File: config.mk
export PLATFORM = sky130hd
export DESIGN_NAME = word_nibble_reader
export DESIGN_NICKNAME = d
export VERILOG_FILES = /design/src/rtl/word_nibble_reader.sv
export SDC_FILE = /design/constraint.sdc
export NUM_CORES = 1
export LEC_CHECK = 0
export CAP_MARGIN = 20
export CORE_MARGIN = 4
export CORE_UTILIZATION = 37
export CTS_CLUSTER_DIAMETER = 50
export CTS_CLUSTER_SIZE = 8
export DETAILED_ROUTE_END_ITERATION = 8
export GPL_ROUTABILITY_DRIVEN = 0
export PLACE_DENSITY = 0.66
export SYNTH_ARGS = -nofsm -noshare
export SYNTH_HDL_FRONTEND = slang
export SYNTH_SLANG_ARGS = --single-unit
File: constraint.sdc
create_clock -name clock -period 4.04 [get_ports clock]
set_clock_uncertainty 0.15 [all_clocks]
set_input_delay 0.808 -clock clock [delete_from_list [all_inputs] [get_ports clock]]
set_output_delay 0.808 -clock clock [all_outputs]
set_load 0.02 [all_outputs]
File: src/rtl/word_nibble_reader.sv
// word_nibble_reader: captures a 16-bit word on an accepted start and streams
// it out as four 4-bit nibbles over a valid/ready handshake.
// Optional build macro WORD_NIBBLE_READER_LSB_FIRST_EN flips the emission
// order to least-significant nibble first; default is MSB-first.
// TIMEOUT > 0 enables a stall-abort: that many consecutive SEND cycles without
// a transfer drop back to IDLE with a one-cycle err pulse.
module word_nibble_reader #(
    parameter int TIMEOUT = 0
) (
    input  logic        clock,
    input  logic        rst,
    input  logic [15:0] in,
    input  logic        start,
    output logic        busy,
    output logic [3:0]  nib_out,
    output logic        nib_valid,
    input  logic        nib_ready,
    output logic        nib_last,
    output logic        done,
    output logic        err
);

    // Counter is wide enough to hold TIMEOUT; a 1-bit stub when abort is off.
    localparam int CW = (TIMEOUT > 0) ? $clog2(TIMEOUT + 1) : 1;

    typedef enum logic {
        IDLE = 1'b0,
        SEND = 1'b1
    } state_e;

    state_e         state_q, state_d;
    logic [1:0]     idx_q, idx_d;
    logic [15:0]    shadow_q, shadow_d;
    logic [CW-1:0]  stall_q, stall_d;
    logic           done_q, done_d;
    logic           err_q, err_d;
    logic           xfer;
    logic           stall_hit;
    logic [3:0]     nib_sel;

    assign xfer = (state_q == SEND) && nib_ready;

    // Abort fires on the cycle that would make the stall count reach TIMEOUT.
    if (TIMEOUT > 0) begin : g_timeout
        assign stall_hit = (state_q == SEND) && !xfer && (stall_q == CW'(TIMEOUT - 1));
    end else begin : g_no_timeout
        assign stall_hit = 1'b0;
    end

    // Pick the nibble for the current index in the configured order.
    always_comb begin
        nib_sel = 4'h0;
`ifdef WORD_NIBBLE_READER_LSB_FIRST_EN
        case (idx_q)
            2'd0: nib_sel = shadow_q[3:0];
            2'd1: nib_sel = shadow_q[7:4];
            2'd2: nib_sel = shadow_q[11:8];
            default: nib_sel = shadow_q[15:12];
        endcase
`else
        case (idx_q)
            2'd0: nib_sel = shadow_q[15:12];
            2'd1: nib_sel = shadow_q[11:8];
            2'd2: nib_sel = shadow_q[7:4];
            default: nib_sel = shadow_q[3:0];
        endcase
`endif
    end

    // Next-state: start only honoured in IDLE; a transfer beats a timeout abort.
    always_comb begin
        state_d  = state_q;
        idx_d    = idx_q;
        shadow_d = shadow_q;
        stall_d  = stall_q;
        done_d   = 1'b0;
        err_d    = 1'b0;
        case (state_q)
            IDLE: begin
                if (start) begin
                    shadow_d = in;
                    idx_d    = 2'd0;
                    stall_d  = '0;
                    state_d  = SEND;
                end
            end
            SEND: begin
                if (xfer) begin
                    stall_d = '0;
                    if (idx_q == 2'd3) begin
                        idx_d   = 2'd0;
                        done_d  = 1'b1;
                        state_d = IDLE;
                    end else begin
                        idx_d = idx_q + 2'd1;
                    end
                end else if (stall_hit) begin
                    stall_d = '0;
                    idx_d   = 2'd0;
                    err_d   = 1'b1;
                    state_d = IDLE;
                end else if (TIMEOUT > 0) begin
                    stall_d = stall_q + CW'(1);
                end
            end
            default: state_d = IDLE;
        endcase
    end

    // State register with synchronous reset overriding start and handshakes.
    always_ff @(posedge clock) begin
        if (rst) begin
            state_q  <= IDLE;
            idx_q    <= 2'd0;
            shadow_q <= 16'h0000;
            stall_q  <= '0;
            done_q   <= 1'b0;
            err_q    <= 1'b0;
        end else begin
            state_q  <= state_d;
            idx_q    <= idx_d;
            shadow_q <= shadow_d;
            stall_q  <= stall_d;
            done_q   <= done_d;
            err_q    <= err_d;
        end
    end

    assign busy      = (state_q == SEND);
    assign nib_valid = busy;
    assign nib_out   = busy ? nib_sel : 4'h0;
    assign nib_last  = busy && (idx_q == 2'd3);
    assign done      = done_q;
    assign err       = err_q;

endmodule

==> qor.yml, run 1 <==
status: "completed"
grt_pass1_vias: 783
cts-root-buf: "clkbuf_4"
hpwl_mm: 1.559
grt_max_degree: 21
core_sq_mm: 0.002297
synth_seq_cells: 20
end_kind: "output pin"
cpPeakStageDelay_ns: 0.55
async_flop_share: 0
fp.dieW_um: 57.89
drive_above_1_share: 0.1128
synthAdderAreaFrac: 0.05435
fill_cells: 246
synth_top_family_by_area: "compound AO/OA/AOI/OAI gates"
die_h_um: 57.89
vias: 810
cts_made_buffers: 3
r2r_slack_ns: 2.34
synthFlopType: "dfxtp_1"
clock-sinks: 20
dieArea_sq_mm: 0.003351
p_per_area_mw_per_mm2: 326.6
io_buffers: 27
core.rowCount: 17
boundaryPins: 29
hold_buffers: 0
antenna_found_initial: 0
synth_top_area_frac: 0.4348
synth_xor_area_frac: 0
overflow: 0
cp-start-kind: "flop"
syn_avg_cell_area_sq_um: 8.372
synth-edff-count: 0
hold_depth: 2
nNetsFinal: 158
ys_top_cells_by_count: "nand2_1 (32), dfxtp_1 (20), a21oi_1 (10), a21oi_2 (10), nor2_1 (5)"
max_freq_mhz: 328.9
detail-route-antenna-nets: 0
hold_viol_final: 0
diodes: 0
post_drt_wl_per_cell_um: 12.88
period_share: 0.7526
crit_path_cell_trace: "inv_1 > ha_1 > a222oi_1 > a21oi_1 > clkdlybuf4s50_1"
rr_worst_depth: 3
synthSimpleGateAreaFrac: 0.1848
synth_compound_area_frac: 0.2337
yosysMostFrequentCell: "nand2_1"
syn-num-nets: 134
worst_pin_slew_ns: 0.9647
drt_iter0_markers: 21
relSlewSlack: 0.3548
finalSetupViolations: 0
critPathRequiredTime_ns: 3.08
max_cap_violations: 0
rsz0062_at_grt: "no"
htreeDepth: 1
muxShareOfSynthArea: 0.01087
synth_cell_types: 21
slowest_stage: "clkdlybuf4s50_1"
crit_type: "reg2out"
wl_mm: 2.073
routed_via_density: 5.031
grt_usage: 0.1272
setup_tns_ns: 0
yosys_warnings: 0
drt_first_pass_iters: 4
max-clock-path-buffers: 2
slew_viol_final: 0
synthesis.area_sq_um: 920.9
crit_path_max_fanout: 5
hp-class: "reg2reg"
tritoncts: "done"
clock_latency_ns: 0.29
grt_pass1_wl_mm: 3.360
synth_top_cell_by_area: "dfxtp_1"
power.leakage_nw: 0.4293
path_clk_slew_ns: 0.11
fin_util: 0.5267
path_buf_inv: 2
cp.arrival_ns: 2.08
peakVddDrop_mv: 0.1916
synthTopCellsByArea: "dfxtp_1 (43%), nand2_1 (13%), a21oi_2 (9.5%), a21oi_1 (5.4%), ha_1 (5.4%)"
synth_cells: 110
post_cts_resize_count: 0
cts_setup_buffers: 0
drt_drc_violations_left: 0
start_util: 0.4009
crit_family: "buffers and inverters"
min_period_ns: 3.040
p_total_w: 0.0003951
cp.depth: 5
areaGrowthSynthToFinish_pct: 31.39
ys_seq_area_frac: 0.4348
layout by cell type (no fill, tap or decap), drive strengths merged:
| master | synthesis | final |
|---|---|---|
| a21oi | 20 | 20 |
| clkbuf | 1 | 4 |
| nand2b | 1 | 1 |
| nor2 | 5 | 5 |
| nor2b | 1 | 1 |
| conb | 1 | 1 |
| dfxtp | 20 | 20 |
| inv | 3 | 3 |
| clkdlybuf4s50 | 0 | 27 |
| buf | 8 | 1 |
| nand3 | 1 | 1 |
| nor3b | 1 | 1 |
| nand2 | 32 | 32 |
| ha | 4 | 4 |
| and2 | 1 | 1 |
| o21ai | 4 | 4 |
| a32oi | 2 | 2 |
| a222oi | 4 | 4 |
| mux2i | 1 | 1 |
cell families (layout without fill, tap and decap cells):
family	count (synthesis)	count (layout)
AO/OA/AOI/OAI	30	30
adder cells (fa/ha/maj)	4	4
buffers and inverters	12	35
flip-flops	20	20
multiplexers	1	1
other	1	1
AND/OR/NAND/NOR	42	42
final timing paths:
| check | startpoint | to |
|---|---|---|
| worst max-delay path | idx_q[0] | nib_out[1] |
| worst min-delay path | shadow_q[15] | shadow_q[15] |
| worst max register to register | busy | shadow_q[3] |
| worst min register to register | shadow_q[15] | shadow_q[15] |
layer usage:
| metal | track usage | share of wire | wire, um | up-vias |
|---|---|---|---|---|
| met4 | 0.04967 | 0 | 0 | 0 |
| met1 | 0.1561 | 0.46 | 956 | 371 |
| met5 | 0 | 0 | 0 | - |
| met3 | 0.02673 | 0.072 | 149 | 0 |
| met2 | 0.2161 | 0.47 | 967 | 25 |
| li1 | - | - | - | 414 |
state kept, by name, summed over array words and instances (netlist names):
signal	flops
busy	1
done	1
idx_q	2
shadow_q	16
where the power goes:
part,internal [W],switching [W]
registers,0.000208,0.00000833
logic,0.0000343,0.0000308
clock network,0.0000549,0.0000593
total,0.000297,0.0000984
worst min-delay path, delay by kind of cell, from the launching register on:
family / cells / cell delay, ns
flip-flops: 1 / 0.33
AND/OR/NAND/NOR: 1 / 0.05
AO/OA/AOI/OAI: 1 / 0.05
area by class of cell:
class | instances | area [sq um] | share of cell area
flip-flops and latches | 20 | 400.4 | 0.3309
inverters | 3 | 11.26 | 0.009307
clock buffers | 4 | 36.28 | 0.02999
well taps | 28 | 35.03 | 0.02896
repair buffers | 28 | 277.8 | 0.2296
multi-input cells | 78 | 449.2 | 0.3713
through the flow:
stage / std cells / hold slack (ns) / setup slack [ns] / area (sq um)
after global placement: 157 / 0.3035 / 1.390 / 1174
after global routing: 161 / 0.3440 / 0.8697 / 1210
after floorplan: 110 / 0.2857 / 1.902 / 920.9
final: 161 / 0.3237 / 0.9995 / 1210
after CTS: 161 / 0.3231 / 0.9774 / 1210
after detailed placement: 157 / 0.3078 / 1.334 / 1174
(Power assumes the default switching activity.)
==> inputs of run 2 (changes only) <==
- PLACE_DENSITY: 0.66 -> 0.69
- clock period: 4.04 -> 2.55 ns (I/O delays scaled with it)
==> qor.yml, run 2 (synthesis gave the netlist of run 1 again) <==
status: "completed"  # unchanged
start_util: 0.4009  # unchanged
io_buffers: 27  # unchanged
grt_pass1_wl_mm: 3.484  # was 3.360 mm
areaGrowthSynthToFinish_pct: 32.88  # was 31.39%
largest_reg_flops: 16  # unchanged
boundaryPins: 29  # unchanged
clock_latency_ns: 0.29  # about the same
htreeDepth: 1  # unchanged
crit_path_max_fanout: 5  # unchanged
slowest_stage: "dfxtp_2"  # was clkdlybuf4s50_1
hp-class: "reg2reg"  # unchanged
path_buf_inv: 2  # unchanged
drt_iter0_markers: 11  # was 21
p_per_area_mw_per_mm2: 511.2  # was 326.6 mW/mm^2
die_h_um: 57.89  # unchanged
vias: 807  # was 810
drt_drc_violations_left: 0  # unchanged
fin_area_sq_mm: 0.001224  # was 0.001210 sq mm
cp.arrival_ns: 1.76  # was 2.08 ns
antenna_found_initial: 0  # unchanged
hpwl_mm: 1.512  # was 1.559 mm
core_sq_mm: 0.002297  # unchanged
grt_pass1_vias: 783  # unchanged
dieArea_sq_mm: 0.003351  # unchanged
cpPeakStageDelay_ns: 0.38  # was 0.55 ns
post_drt_wl_per_cell_um: 12.58  # was 12.88 um
cts-root-buf: "clkbuf_4"  # unchanged
overflow: 0  # unchanged
wl_mm: 2.050  # was 2.073 mm
p_total_w: 0.0006255  # was 0.0003951 W
nNetsFinal: 160  # was 158
most-common-layout-cells: "nand2_1 (32), clkdlybuf4s50_1 (23), dfxtp_1 (18)"  # was nand2_1 (32), clkdlybuf4s50_1 (27), dfxtp_1 (20)
layout_commonest_cell: "nand2_1"  # unchanged
peakVddDrop_mv: 0.2909  # was 0.1916 mV
detail-route-antenna-nets: 0  # unchanged
largest_register: "shadow_q"  # unchanged
drt_first_pass_iters: 6  # was 4
critPathRequiredTime_ns: 1.89  # was 3.08 ns
place_ws_ns: 0.1694  # was 1.334 ns
relSlewSlack: 0.5920  # was 0.3548
max_cap_violations: 0  # unchanged
reg.largest.list: "shadow_q (16), idx_q (2)"  # unchanged
path_clk_slew_ns: 0.12  # was 0.11 ns
max-clock-path-buffers: 2  # unchanged
cp-start-kind: "flop"  # unchanged
max_freq_mhz: 413.0
core.rowCount: 17  # unchanged
layout_setup_ws_ns: 0.1288  # was 0.9995 ns
setup_tns_ns: 0  # unchanged
diodes: 0  # unchanged
worst_pin_slew_ns: 0.6120  # was 0.9647 ns
tritoncts: "done"  # unchanged
placedInstanceArea_sq_mm: 0.001189  # was 0.001174 sq mm
grt_max_degree: 21  # unchanged
fp.dieW_um: 57.89  # unchanged
routed_via_density: 4.951  # was 5.031
min_period_ns: 2.421
end_kind: "output pin"  # unchanged
power.leakage_nw: 0.4541  # was 0.4293 nW
hold_viol_final: 0  # unchanged
crit_type: "reg2out"  # unchanged
grt_usage: 0.1290  # was 0.1272
slew_viol_final: 0  # unchanged
drive_above_1_share: 0.1407  # was 0.1128
crit_path_cell_trace: "inv_1 > ha_1 > a222oi_1 > a21oi_1 > dlygate4sd2_1"  # was inv_1 > ha_1 > a222oi_1 > a21oi_1 > clkdlybuf4s50_1
rsz0062_at_grt: "no"  # unchanged
clock-sinks: 20  # unchanged
finalSetupViolations: 0  # unchanged
hold_buffers: 0  # unchanged
cts_made_buffers: 3  # unchanged
crit_family: "compound AO/OA/AOI/OAI gates"  # was buffers and inverters
period_share: 0.9495
run 2: timing repair:
item / 4_1_cts / 5_1_grt
buffers inserted: 0 / 0
setup endpoints to repair: 4 / 4
gates resized for setup: 4 / 3
pin swaps: 0 / 3
run 2: layer usage:
metal / routed length (um) / up-vias / GRT usage
met2: 941 / 27 / 0.2194
li1: - / 418 / -
met3: 161 / 0 / 0.03118
met4: 0 / 0 / 0.03974
met5: 0 / - / 0
met1: 947 / 362 / 0.1597
run 2: through the flow:
stage | hold WS, ns | cells | util
finish | 0.3181 | 163 | 0.5327
global route | 0.3500 | 163 | 0.5327
CTS | 0.3203 | 163 | 0.5310
detailed placement | 0.3051 | 159 | 0.5174
global placement | 0.3055 | 159 | 0.5174
floorplan | 0.2857 | 110 | -
run 2: power by group:
group	switching [W]	internal (W)	leakage, nW	total (W)
clock network	0.0000925	0.0000869	0.0210	0.000179
registers	0.0000110	0.000329	0.165	0.000340
logic	0.0000510	0.0000552	0.268	0.000106
total	0.000154	0.000471	0.454	0.000626
run 2: worst min-delay path: cells and delay by family, from the launching register on:
family / cells / cell delay (ns)
flip-flops: 1 / 0.33
AND/OR/NAND/NOR: 1 / 0.05
AO/OA/AOI/OAI: 1 / 0.05
run 2: path summary, 6_finish.rpt:
| kind | startpoint | to | slack (ns) | depth (start not counted) |
|---|---|---|---|---|
| max | idx_q[0] | nib_out[2] | 0.13 | 5 |
| min | shadow_q[12] | shadow_q[12] | 0.32 | 2 |
| max reg2reg | busy | shadow_q[4] | 0.85 | 4 |
| min reg2reg | shadow_q[12] | shadow_q[12] | 0.32 | 2 |
run 2: layout make-up:
cell class,count,area (sq um)
Clock buffer,4,36.28
Inverter,3,11.26
Fill cell,233,1074
Timing Repair Buffer,30,289.0
Multi-Input combinational cell,78,449.2
Sequential cell,20,402.9
Tap cell,28,35.03
